===== src/rtl/bus_booking_ctrl.sv =====
// bus_booking_ctrl
//   Seat-booking session controller with a persistent occupancy map.
//   A session runs IDLE -> SEL_SEAT -> PAY -> DONE. It leaves early to FAIL
//   when the bus is sold out or a waiting step times out, and to IDLE on cancel.
//   Seats can be released in any state.
//
// Ports
//   clk, rst                  clock (rising edge), async active-low reset
//   start                     begin a session (IDLE only)
//   seat_valid, seat_idx      seat request (SEL_SEAT only)
//   pay_ok                    payment confirmed (PAY only)
//   cancel                    abort session (SEL_SEAT, PAY)
//   rel_valid, rel_idx        release a booked seat (any state)
//   state                     0 IDLE, 1 SEL_SEAT, 2 PAY, 3 DONE, 4 FAIL
//   busy, done, fail, err     status / one-cycle pulses
//   fail_code                 1 sold out, 2 timeout; held until next FAIL
//   booked_idx                seat held or committed by current/last session
//   seat_map, free_count      occupancy bitmap and number of free seats
//
// state    | meaning
// ---------+-----------------------------------------------
// IDLE     | waiting for start
// SEL_SEAT | waiting for a valid, free seat request
// PAY      | seat latched in booked_idx, waiting for payment
// DONE     | one cycle, seat committed to seat_map
// FAIL     | one cycle, fail_code tells why
module bus_booking_ctrl #(
  parameter int NUM_SEATS = 16,
  parameter int SEAT_W    = 4,
  parameter int TIMEOUT   = 15
) (
  input  logic                 clk,
  input  logic                 rst,
  input  logic                 start,
  input  logic                 seat_valid,
  input  logic [SEAT_W-1:0]    seat_idx,
  input  logic                 pay_ok,
  input  logic                 cancel,
  input  logic                 rel_valid,
  input  logic [SEAT_W-1:0]    rel_idx,
  output logic [2:0]           state,
  output logic                 busy,
  output logic                 done,
  output logic                 fail,
  output logic [1:0]           fail_code,
  output logic                 err,
  output logic [SEAT_W-1:0]    booked_idx,
  output logic [NUM_SEATS-1:0] seat_map,
  output logic [SEAT_W:0]      free_count
);

  typedef enum logic [2:0] {
    S_IDLE = 3'd0,
    S_SEL  = 3'd1,
    S_PAY  = 3'd2,
    S_DONE = 3'd3,
    S_FAIL = 3'd4
  } state_t;

  localparam logic [SEAT_W:0] NUM_SEATS_W = (SEAT_W+1)'(NUM_SEATS);
  localparam logic [7:0]      TMO_LOAD    = 8'(TIMEOUT - 1);

  state_t                st_q;
  // Down-counter: loaded on entry to a waiting state, timeout fires at zero,
  // which lands exactly TIMEOUT cycles after entry.
  logic [7:0]            timer_q;

  logic                  req_in_range;
  logic                  req_taken;
  logic                  req_ok;
  logic                  commit;
  logic [NUM_SEATS-1:0]  map_nxt;
  logic [SEAT_W:0]       used_nxt;
  logic [SEAT_W:0]       free_nxt;

  assign state = st_q;

  always_comb begin
    req_in_range = ({1'b0, seat_idx} < NUM_SEATS_W);
    req_taken    = 1'b0;
    commit       = (st_q == S_PAY) && !cancel && pay_ok;
    map_nxt      = seat_map;
    used_nxt     = '0;
    // Index matching by loop keeps out-of-range indices from touching the map.
    for (int i = 0; i < NUM_SEATS; i++) begin
      if (seat_idx == SEAT_W'(i)) req_taken = seat_map[i];
      if (rel_valid && rel_idx == SEAT_W'(i)) map_nxt[i] = 1'b0;
      // Commit applied after release so it wins on a same-index collision.
      if (commit && booked_idx == SEAT_W'(i)) map_nxt[i] = 1'b1;
    end
    for (int i = 0; i < NUM_SEATS; i++) begin
      used_nxt = used_nxt + {{SEAT_W{1'b0}}, map_nxt[i]};
    end
    free_nxt = NUM_SEATS_W - used_nxt;
    req_ok   = req_in_range && !req_taken;
  end

  always_ff @(posedge clk or negedge rst) begin
    if (!rst) begin
      st_q       <= S_IDLE;
      timer_q    <= '0;
      busy       <= 1'b0;
      done       <= 1'b0;
      fail       <= 1'b0;
      err        <= 1'b0;
      fail_code  <= 2'd0;
      booked_idx <= '0;
      seat_map   <= '0;
      free_count <= NUM_SEATS_W;
    end else begin
      done       <= 1'b0;
      fail       <= 1'b0;
      err        <= 1'b0;
      seat_map   <= map_nxt;
      free_count <= free_nxt;
      case (st_q)
        S_IDLE: begin
          if (start) begin
            if (free_count != '0) begin
              st_q    <= S_SEL;
              busy    <= 1'b1;
              timer_q <= TMO_LOAD;
            end else begin
              st_q      <= S_FAIL;
              fail      <= 1'b1;
              fail_code <= 2'd1;
            end
          end
        end
        S_SEL: begin
          if (cancel) begin
            st_q <= S_IDLE;
            busy <= 1'b0;
          end else if (seat_valid) begin
            if (req_ok) begin
              st_q       <= S_PAY;
              booked_idx <= seat_idx;
              timer_q    <= TMO_LOAD;
            end else begin
              err <= 1'b1;
              // Saturate so a rejected request on the last cycle still times out next.
              if (timer_q != '0) timer_q <= timer_q - 8'd1;
            end
          end else if (timer_q == '0) begin
            st_q      <= S_FAIL;
            busy      <= 1'b0;
            fail      <= 1'b1;
            fail_code <= 2'd2;
          end else begin
            timer_q <= timer_q - 8'd1;
          end
        end
        S_PAY: begin
          if (cancel) begin
            st_q <= S_IDLE;
            busy <= 1'b0;
          end else if (pay_ok) begin
            st_q <= S_DONE;
            busy <= 1'b0;
            done <= 1'b1;
          end else if (timer_q == '0) begin
            st_q      <= S_FAIL;
            busy      <= 1'b0;
            fail      <= 1'b1;
            fail_code <= 2'd2;
          end else begin
            timer_q <= timer_q - 8'd1;
          end
        end
        default: begin
          st_q <= S_IDLE;
          busy <= 1'b0;
        end
      endcase
    end
  end

endmodule

===== config.mk =====
export PLATFORM = sky130hd
export DESIGN_NAME = bus_booking_ctrl
export DESIGN_NICKNAME = d
export VERILOG_FILES = /design/src/rtl/bus_booking_ctrl.sv
export SDC_FILE = /design/constraint.sdc
export NUM_CORES = 1
export LEC_CHECK = 0
export BUFFER_PORTS_ARGS = -buffer_cell sky130_fd_sc_hd__clkbuf_2
export CAP_MARGIN = 5
export CORE_AREA = 3 3 103 105
export CTS_BUF_LIST = sky130_fd_sc_hd__clkbuf_4 sky130_fd_sc_hd__clkbuf_8
export DETAILED_ROUTE_END_ITERATION = 16
export DIE_AREA = 0 0 106 108
export PLACE_DENSITY_LB_ADDON = 0.1
export SLEW_MARGIN = 20
export SYNTH_ARGS = -nofsm -noshare
export SYNTH_HDL_FRONTEND = slang
export SYNTH_SLANG_ARGS = --single-unit

===== constraint.sdc =====
create_clock -name clk -period 6 [get_ports clk]
set_input_delay 0.6 -clock clk [delete_from_list [all_inputs] [get_ports clk]]
set_output_delay 0.6 -clock clk [all_outputs]
set_load 0.01 [all_outputs]

==> results.yml, run 1 <==
cells_and_area:
  fill_cells: 1049
  final_nets: 364
  drive_above_1_share_pct: 22.32
  final_util_pct: 32.73
  syn_to_final_growth_pct: 16.69
  diodes: 0
timing:
  worst_pin_slew_ps: 733.4
  fin_setup_tns_ps: 0
  period_needed_ps: 5256
  rsz0062_at_grt: "false"
  maxSlewViolCount: 0
  fmax_ghz: 0.1903
  hold_viol_final: 0
  finalSetupViolCount: 0
  maxSlewHeadroom_pct: 50.95
  skew_ps: 6.408
  min_period_over_period_pct: 87.60
worst_setup_path:
  reg2reg_setup_slack_ps: 740
  critPathTopFamily: "adder cells"
  worst_path_max_delay_cell: "fa_1"
  arrival_ps: 5490
  reg2reg_to: "free_count[4]"
  critPathLaunchType: "register"
  crit_path_end_kind: "register"
  cp_max_fo: 12
  critPathMaxStageDelay_ps: 550
  crit_chain: "nor2_1 -> nand3_1 -> or3_1 -> o21ai_0 -> inv_1 -> fa_1 -> ha_1 -> fa_1 -> inv_1 -> fa_1 -> fa_1 -> fa_1 -> inv_1 -> ha_1 -> fa_1 -> xor2_1"
  rr_startpoint: "state[2]"
  crit_buf_inv: 3
  path_class: "reg2reg"
  required_ps: 6230
  cpMostUsedCell: "fa_1"
  worstRegToRegCells: 16
detailed_routing:
  via_per_inst: 4.846
  first_pass_iters: 4
  dr.first_iter.drc_count: 64
  drc: 0
  wirelength_um: 7499
  antenna_left: 0
  wl_per_cell_um: 16.30
  vias: 2229
power:
  ir_worst_vdd_uv: 136.7
  power_density_nw_per_um2: 470.6
  leakagePower_nw: 1.484
synthesis:
  yosysWarnings: 0
  syn-cell-area_sq_um: 2729
  synthCells: 278
  ys_seq_area_share_pct: 38.56
  synthArstFlopShare_pct: 100.0
  ys_types: 54
  synth-edff-count: 0
  ys_ff_latch: 42
  synth_nets: 316
  avgSynthCellArea_sq_um: 9.816
  ys.flop_type: "dfrtp_1"
cts:
  htree_levels: 2
  cts.clk_slew.worst_paths_ps: 80
  cts_hold_buf: 0
  numCtsBuffers: 5
  cts_setup_buffers: 0
  postCtsResizedCells: 0
  clock_path_buffers: 2
  clock_sinks: 42
  cts_root_buf: "clkbuf_8"
  clkLatencyLatePin_ps: 300
  cts_tree: "done"
global_routing:
  busiest_layer: "met2"
  met1_usage_pct: 18.19
  use_met2_pct: 24.04
  grt_pass1_vias: 2360
  grt_first_pass_wirelength_um: 12530
  grt_max_degree: 43
  antenna_found_initial: 0
  gr-usage-met3_pct: 2.209
  grt_overflow_total: 0
  track_usage_pct: 13.98
floorplanning:
  fp.dieArea_sq_um: 11450
  initial_core_util_pct: 28.05
  die_h_um: 108
  row_count: 36
  core-area_sq_um: 9729
  die_width_um: 106
  num_io_pins: 49
placed_design:
  portBuffers: 48
  gp_congestion: 0.7855
  dp_hpwl_um: 5925
run_status:
  status: "complete, no violations"
flow_run:
  cap_violations: 0
hold_path:
  hp-class: "in2async"
==> cell families (layout without fill, tap and decap cells) <==
group	after synthesis	count (layout)	share of synthesized area, %
muxes	10	10	4.906
AOI/OAI and AO/OA	85	85	21.73
xor gates and xnor gates	1	1	0.3210
and+or+nand+nor	76	76	14.40
buffers and inverters	41	90	6.510
DFF	42	42	38.56
adders and majority gates	23	23	13.57
==> layer usage <==
layer	up-vias	part of all wire [%]
met5	-	0
met4	0	1.7
li1	1076	-
met3	12	2.9
met1	1099	45
met2	42	50
==> state kept, by name, indices dropped and copies added (netlist names) <==
register    cells
booked_idx      4
state           3
free_count      5
busy            1
fail            1
err             1
done            1
fail_code       2
timer_q         8
seat_map       16
==> layout make-up <==
type	instances	area [sq um]	area share (%)
Clock inverter	2	12.51	0.3929
Sequential cell	42	1052	33.05
Inverter	33	123.9	3.890
Multi-Input combinational cell	195	1499	47.07
Timing Repair Buffer	49	247.7	7.780
Tap cell	133	166.4	5.226
Clock buffer	6	82.58	2.593
==> cells in the final DEF (no fill, tap or decap), types with 2 or more instances in the layout <==
cell / count
o22ai_1: 5
or2_2: 2
inv_1: 33
a211oi_1: 3
o211ai_1: 7
clkbuf_2: 48
a22oi_1: 2
and2_1: 3
fa_1: 11
nor2_1: 8
a21boi_0: 2
nand2_1: 23
or3b_1: 2
a21oi_1: 6
nand2b_1: 10
nand3_1: 9
o31ai_1: 2
mux2i_1: 4
o21a_1: 8
nor3_1: 5
ha_1: 12
clkbuf_8: 6
o221ai_1: 2
mux2_2: 4
nor2b_1: 3
a31oi_1: 2
o21ai_0: 30
dfrtp_1: 41
nand3b_1: 4
a22o_1: 3
o21bai_1: 2
==> where the power goes <==
group | switching (W) | internal, W | leakage, nW
Clock | 0.000106 | 0.0000927 | 0.0472
Sequential | 0.0000851 | 0.000385 | 0.548
Combinational | 0.000471 | 0.000358 | 0.888
==> stage by stage <==
step,power [W],cells,area (sq um),hold WS (ps),setup WS [ps]
after detailed placement,0.001330,452,3089,474.5,596.7
after CTS,0.001539,460,3184,394.1,733.2
after floorplan,0.001055,278,2729,304.4,940.0
final,0.001498,460,3184,368.5,743.8
after global placement,0.001324,452,3089,468.3,649.9
after global routing,0.001686,460,3184,419.6,366.8
==> Yosys cell counts, drive strengths merged (2+ instances only) <==
cell type,number,share of area [%]
o21ai,30,5.5
nand2,23,3.2
a21o,2,0.60
fa,11,8.1
nor2,9,1.3
buf,4,1.4
clkbuf,4,0.55
nor2b,3,0.69
or3b,2,0.64
o221ai,2,0.64
o211ai,8,2.4
o22ai,5,1.1
a31oi,3,0.92
inv,33,4.5
mux2i,4,1.5
o21bai,2,0.55
o21a,8,2.2
mux4,2,1.8
o31ai,2,0.55
and2,3,0.69
nand3b,4,1.1
nand3,9,1.7
a21boi,2,0.55
a2111oi,2,1.6
mux2,4,1.7
a21oi,6,1.1
a211oi,3,0.83
dfrtp,41,38
nand2b,10,2.3
ha,12,5.5
nor3,5,0.92
a22o,3,0.96
or2,3,0.69
a22oi,2,0.55
and3,2,0.50
==> worst reg2reg max path: stages, from the launching register on <==
cell and delay, ps:
dfrtp_1 540, nor2_1 270, nand3_1 180, or3_1 410
o21ai_0 250, inv_1 80, fa_1 450, ha_1 210
fa_1 500, inv_1 50, fa_1 440, fa_1 490
fa_1 550, inv_1 40, ha_1 200, fa_1 370
xor2_1 150
==> worst max-delay path by stage <==
stage | to | startpoint | slack (ps) | cells after the start
5_1_grt | free_count[4] | state[2] | 370 | 16
3_5_place_dp | free_count[4] | cancel | 600 | 17
4_1_cts | free_count[4] | state[2] | 730 | 16
2_1_floorplan | free_count[4] | state[2] | 940 | 17
3_3_place_gp | free_count[4] | cancel | 650 | 17
6_report | free_count[4] | state[2] | 740 | 16
Power figures use the tool's default switching activity.
==> inputs of run 2 (changes only) <==
- ABC_AREA: default -> 1
- CORE_AREA: 3 3 103 105 -> 3 3 106 108
- DIE_AREA: 0 0 106 108 -> 0 0 109 111
==> run 2 against run 1 <==
  * Utilization down 0.11 points
  * Flip-flop and latch count is the same
  * Sequential share of layout area fell by 1.8 points
  * Combinational power increased by 7.8%
  * Worst setup slack worse by 81 ps
  * Critical path depth increased by 5
  * Clock power about the same
==> results.yml, run 2 <==
synthesis:
  ys_seq_area_share_pct: 36.69
  synth_nets: 416
  yosysTopAreaCellShare_pct: 35.78
  synth-edff-count: 0
  synthCells: 378
  synth_area_leaders: "dfrtp_1, inv_1, nand2_1, fa_1, o21ai_0"
  synthArstFlopShare_pct: 100.0
  ys_types: 35
  ys.flop_type: "dfrtp_1"
  syn-cell-area_sq_um: 2868
  yosysWarnings: 0
  synth_most_common_cell: "inv_1"
  yosysTopAreaCell: "dfrtp_1"
  avgSynthCellArea_sq_um: 7.587
  ys_ff_latch: 42
  synth_common_cells: "inv_1, nand2_1, nor2_1"
worst_setup_path:
  cp_max_fo: 5
  critPathLaunchType: "register"
  required_ps: 6220
  reg2reg_to: "free_count[4]"
  path_class: "reg2reg"
  arrival_ps: 5560
  reg2reg_setup_slack_ps: 660
  crit_path_start: "state[2]"
  setup.worst_path.end: "free_count[4]"
  worstRegToRegCells: 21
  rr_startpoint: "state[2]"
  crit_path_end_kind: "register"
detailed_routing:
  first_pass_iters: 4
  wl_per_cell_um: 13.85
  drc: 0
  dr.first_iter.drc_count: 119
  antenna_left: 0
  vias: 2589
  wirelength_um: 7880
  via_per_inst: 4.550
cts:
  cts_root_buf: "clkbuf_8"
  cts_tree: "done"
  numCtsBuffers: 5
  clock_sinks: 42
  cts.clk_slew.worst_paths_ps: 90
  postCtsResizedCells: 0
  cts_hold_buf: 0
  clkLatencyLatePin_ps: 300
  htree_levels: 2
  clock_path_buffers: 2
  cts_setup_buffers: 0
timing:
  worst_pin_slew_ps: 572.6
  hold_ws_ps: 377.9
  fmax_ghz: 0.1874
  hold_viol_final: 0
  maxSlewViolCount: 0
  period_needed_ps: 5337
  skew_ps: 11.01
  min_period_over_period_pct: 88.96
  rsz0062_at_grt: "false"
  maxSlewHeadroom_pct: 61.83
  finalSetupViolCount: 0
  fin_setup_tns_ps: 0
global_routing:
  grt_max_degree: 43
  busiest_layer: "met2"
  antenna_found_initial: 0
  grt_pass1_vias: 2678
  grt_overflow_total: 0
  met1_usage_pct: 18.34
  use_met2_pct: 23.38
  gr-usage-met3_pct: 2.213
  track_usage_pct: 14.12
  grt_first_pass_wirelength_um: 13480
power:
  leakagePower_nw: 1.743
  p_total_w: 0.001545
  power_density_nw_per_um2: 458.9
  ir_worst_vdd_uv: 376.4
cells_and_area:
  mostFrequentLayoutCells: "inv_1, nand2_1, clkbuf_2, nor2_1, dfrtp_1"
  reg_top3: "seat_map: 16 flops, timer_q: 8 flops, free_count: 5 flops"
  largest-register: "seat_map"
  diodes: 0
  largest_reg_flops: 16
  syn_to_final_growth_pct: 17.41
  fill_cells: 1101
  final_nets: 470
  layout_commonest_cell: "inv_1"
  drive_above_1_share_pct: 16.63
floorplanning:
  die_h_um: 111
  die_width_um: 109
  initial_core_util_pct: 27.78
  num_io_pins: 49
  fp.dieArea_sq_um: 12100
  core-area_sq_um: 10320
  row_count: 37
run_status:
  status: "complete, no violations"
flow_run:
  cap_violations: 0
hold_path:
  hp-class: "in2async"
placed_design:
  dp_hpwl_um: 6433
  portBuffers: 48
  gp_congestion: 0.9098
-- run 2: changes by cell type in the layout (fill, tap and decap cells not counted), sizes merged, moves of 10 or more --
cell / previous run / this run
inv: 33 / 89
nand2: 23 / 63
nand2b: 10 / 0
nand3: 9 / 21
nand4: 0 / 10
nor2: 9 / 45
nor3: 5 / 19
-- run 2: critical path, stage by stage (launching register included) --
cell and delay (ps):
dfrtp_1 420, nor2_1 150, inv_1 90, nor2_2 180, inv_1 110, nor3_2 140, inv_1 130, nor3_2 220
inv_1 90, o21ai_1 170, inv_1 80, fa_1 470, ha_1 220, fa_1 500, inv_1 50, fa_1 440
fa_1 490, fa_1 550, inv_1 40, ha_1 200, fa_1 370, xor2_1 150
-- run 2: routing by layer --
metal | up-vias | share of wire (%)
met3 | 14 | 4.4
li1 | 1299 | -
met4 | 0 | 2.3
met1 | 1214 | 46
met2 | 62 | 47
met5 | - | 0
-- run 2: area by class of cell --
class / instances / area [sq um] / share of cell area (%)
multi-input cells: 242 / 1450 / 43.07
flip-flops and latches: 42 / 1052 / 31.25
inverters: 91 / 341.6 / 10.14
repair buffers: 50 / 255.2 / 7.581
well taps: 136 / 170.2 / 5.054
clock buffers: 8 / 97.59 / 2.899
-- run 2: power breakdown --
part	switching, W	internal [W]
clock network	0.0000962	0.000103
logic	0.000543	0.000351
registers	0.0000704	0.000382
total	0.000710	0.000835
-- run 2: metrics by stage --
stage	setup slack, ps	std cells	utilization (%)	instance area, sq um
3_5_place_dp	660.6	561	31.67	3269
3_3_place_gp	713.1	561	31.67	3269
6_report	662.5	569	32.61	3367
5_1_grt	176.9	569	32.61	3367
4_1_cts	627.3	569	32.61	3367
2_1_floorplan	1028	378	-	2868
-- run 2: cells by family (layout without fill, tap and decap cells) --
kind of cell               count (synthesis)  count (layout)  synth area share (%)
muxes                                      1               1                0.3926
adders and majority gates                 23              23                 12.91
and+or+nand+nor                          162             162                 26.31
AOI/OAI and AO/OA                         52              52                 9.729
DFF                                       42              42                 36.69
buffers and inverters                     94             149                 12.74
xor gates and xnor gates                   4               4                 1.222
-- run 2: worst min-delay path by stage --
stage	startpoint	end	slack [ps]	depth (start not counted)
2_1_floorplan	rst	booked_idx[0]	300	0
3_3_place_gp	fail_code[1]	fail_code[1]	470	2
3_5_place_dp	fail_code[1]	fail_code[1]	490	2
4_1_cts	rst	busy	390	2
5_1_grt	rst	timer_q[0]	420	2
6_report	rst	busy	380	2
==> inputs of run 3 (changes only) <==
- clock period: 6 -> 5.6 ns (I/O delays scaled with it)
==> run 3 against run 2 <==
  * Power is 6.6% higher
  * Combinational power increased by 8.2%
  * First-iteration DRC count decreased by 13%
  * Fmax increased by 3.6%
  * Highest routed layer unchanged
  * Worst setup slack lost 220 ps
  * Critical path depth unchanged
  * Utilization about the same
==> results.yml, run 3 (synthesis gave the netlist of run 2 again) <==
cts:
  numCtsBuffers: 5
  cts_tree: "done"
  cts.clk_slew.worst_paths_ps: 90
  cts_root_buf: "clkbuf_8"
  cts_setup_buffers: 0
  htree_levels: 2
  clkLatencyLatePin_ps: 300
  clock_path_buffers: 2
  clock_sinks: 42
cells_and_area:
  layout_commonest_cell: "inv_1"
  drive_above_1_share_pct: 17.13
  diodes: 0
  instances_no_fill: 568
  reg_top3: "seat_map: 16 flops, timer_q: 8 flops, free_count: 5 flops"
  final_nets: 470
  mostFrequentLayoutCells: "inv_1, nand2_1, clkbuf_2, nor2_1, dfrtp_1"
  syn_to_final_growth_pct: 17.58
  largest_reg_flops: 16
  largest-register: "seat_map"
power:
  switching_share_pct: 47.24
  p_int_w: 0.0008692
  power_frac_comb_pct: 58.7
  power_density_nw_per_um2: 488.6
  p_switching_w: 0.0007784
  clkPwrFrac_pct: 11.6
  ir_worst_vdd_uv: 442.6
  pwr-share-seq_pct: 29.7
  leakagePower_nw: 1.740
timing:
  finalSetupViolCount: 0
  maxSlewHeadroom_pct: 62.31
  skew_ps: 11.15
  fmax_ghz: 0.1941
  maxSlewViolCount: 0
  period_needed_ps: 5153
  worst_pin_slew_ps: 565.3
  min_period_over_period_pct: 92.01
  fin_setup_tns_ps: 0
  hold_viol_final: 0
  rsz0062_at_grt: "false"
worst_setup_path:
  crit_path_end_kind: "register"
  path_class: "reg2reg"
  rr_startpoint: "state[2]"
  reg2reg_to: "free_count[4]"
  arrival_ps: 5370
  critPathLaunchType: "register"
  cp_max_fo: 5
  reg2reg_setup_slack_ps: 450
  worstRegToRegCells: 21
  required_ps: 5820
global_routing:
  grt_pass1_vias: 2688
  grt_overflow_total: 0
  grt_max_degree: 43
  grt_first_pass_wirelength_um: 13620
  antenna_found_initial: 0
  track_usage_pct: 14.20
detailed_routing:
  vias: 2585
  dr.first_iter.drc_count: 104
  wl_per_cell_um: 13.84
  drc: 0
  first_pass_iters: 4
  wirelength_um: 7859
  antenna_left: 0
  via_per_inst: 4.551
floorplanning:
  num_io_pins: 49
  fp.dieArea_sq_um: 12100
  row_count: 37
  die_width_um: 109
  initial_core_util_pct: 27.78
  core-area_sq_um: 10320
  die_h_um: 111
placed_design:
  dp_hpwl_um: 6369
  gp_congestion: 0.9065
  post-place-cells: 561
  portBuffers: 48
flow_run:
  cap_violations: 0
run_status:
  status: "complete, no violations"
hold_path:
  hp-class: "in2async"
-- run 3: cell count changes in the layout (fill, tap and decap cells not counted), moves of 2 or more --
cell,change
nor3_2,-2
o21ai_0,-5
nor3_4,+2
clkinv_2,+2
o21ai_1,+4
clkbuf_4,-2
-- run 3: critical path, cell delays in order, from the launching register on --
cell and delay [ps]:
dfrtp_1 420, nor2_2 130, inv_1 90, nor2_4 130
inv_1 100, nor3_4 140, inv_2 100, nor3_1 260
inv_1 120, o21ai_1 250, fa_1 450, inv_1 70
ha_1 170, fa_1 420, inv_1 90, fa_1 420
fa_1 450, fa_1 500, inv_1 50, ha_1 200
fa_1 370, xor2_1 150
-- run 3: through the flow --
step	hold WS (ps)	total power, W	cell area [sq um]	util, %	setup slack [ps]
after floorplan	264.4	0.001145	2868	-	627.8
after global placement	468.9	0.001486	3269	31.67	348.7
after detailed placement	472.4	0.001473	3269	31.67	248.0
after CTS	364.6	0.001676	3348	32.43	215.7
after global routing	389.6	0.001874	3372	32.66	32.13
final	337.2	0.001648	3372	32.66	447.2
-- run 3: how the worst max path moves through the flow --
stage	startpoint	to
after floorplan	state[2]	free_count[4]
after global placement	state[2]	free_count[4]
after detailed placement	state[2]	free_count[4]
after CTS	state[2]	free_count[4]
after global routing	state[2]	free_count[4]
final	state[2]	free_count[4]
-- run 3: per-layer routing --
metal  track usage, %  wire, um  up-vias
met5                0         0        -
met4            3.030        83        0
met3            2.563       346        6
met2            23.67      3771       56
met1            19.05      3657     1221
li1                 -         -     1302
-- run 3: cell type report --
class / instances / area [sq um]
Sequential cell: 42 / 1052
Tap cell: 136 / 170.2
Fill cell: 1131 / 6952
Inverter: 91 / 341.6
Clock buffer: 5 / 68.82
Clock inverter: 2 / 10.01
Multi-Input combinational cell: 242 / 1474
Timing Repair Buffer: 50 / 255.2
-- run 3: power by group through the flow --
stage / registers (W) / clock network (W) / logic, W
6_report: 0.000489 / 0.000191 / 0.000967
2_1_floorplan: 0.000505 / 0 / 0.000640
3_3_place_gp: 0.000493 / 0 / 0.000994
5_1_grt: 0.000503 / 0.000213 / 0.00116
3_5_place_dp: 0.000491 / 0 / 0.000981
4_1_cts: 0.000486 / 0.000197 / 0.000992
-- run 3: timing repair --
| action | 4_1_cts | 5_1_grt |
|---|---|---|
| hold buffers | 0 | 0 |
| gates resized for setup | 0 | 11 |
| endpoints found under the setup margin | 0 | 2 |
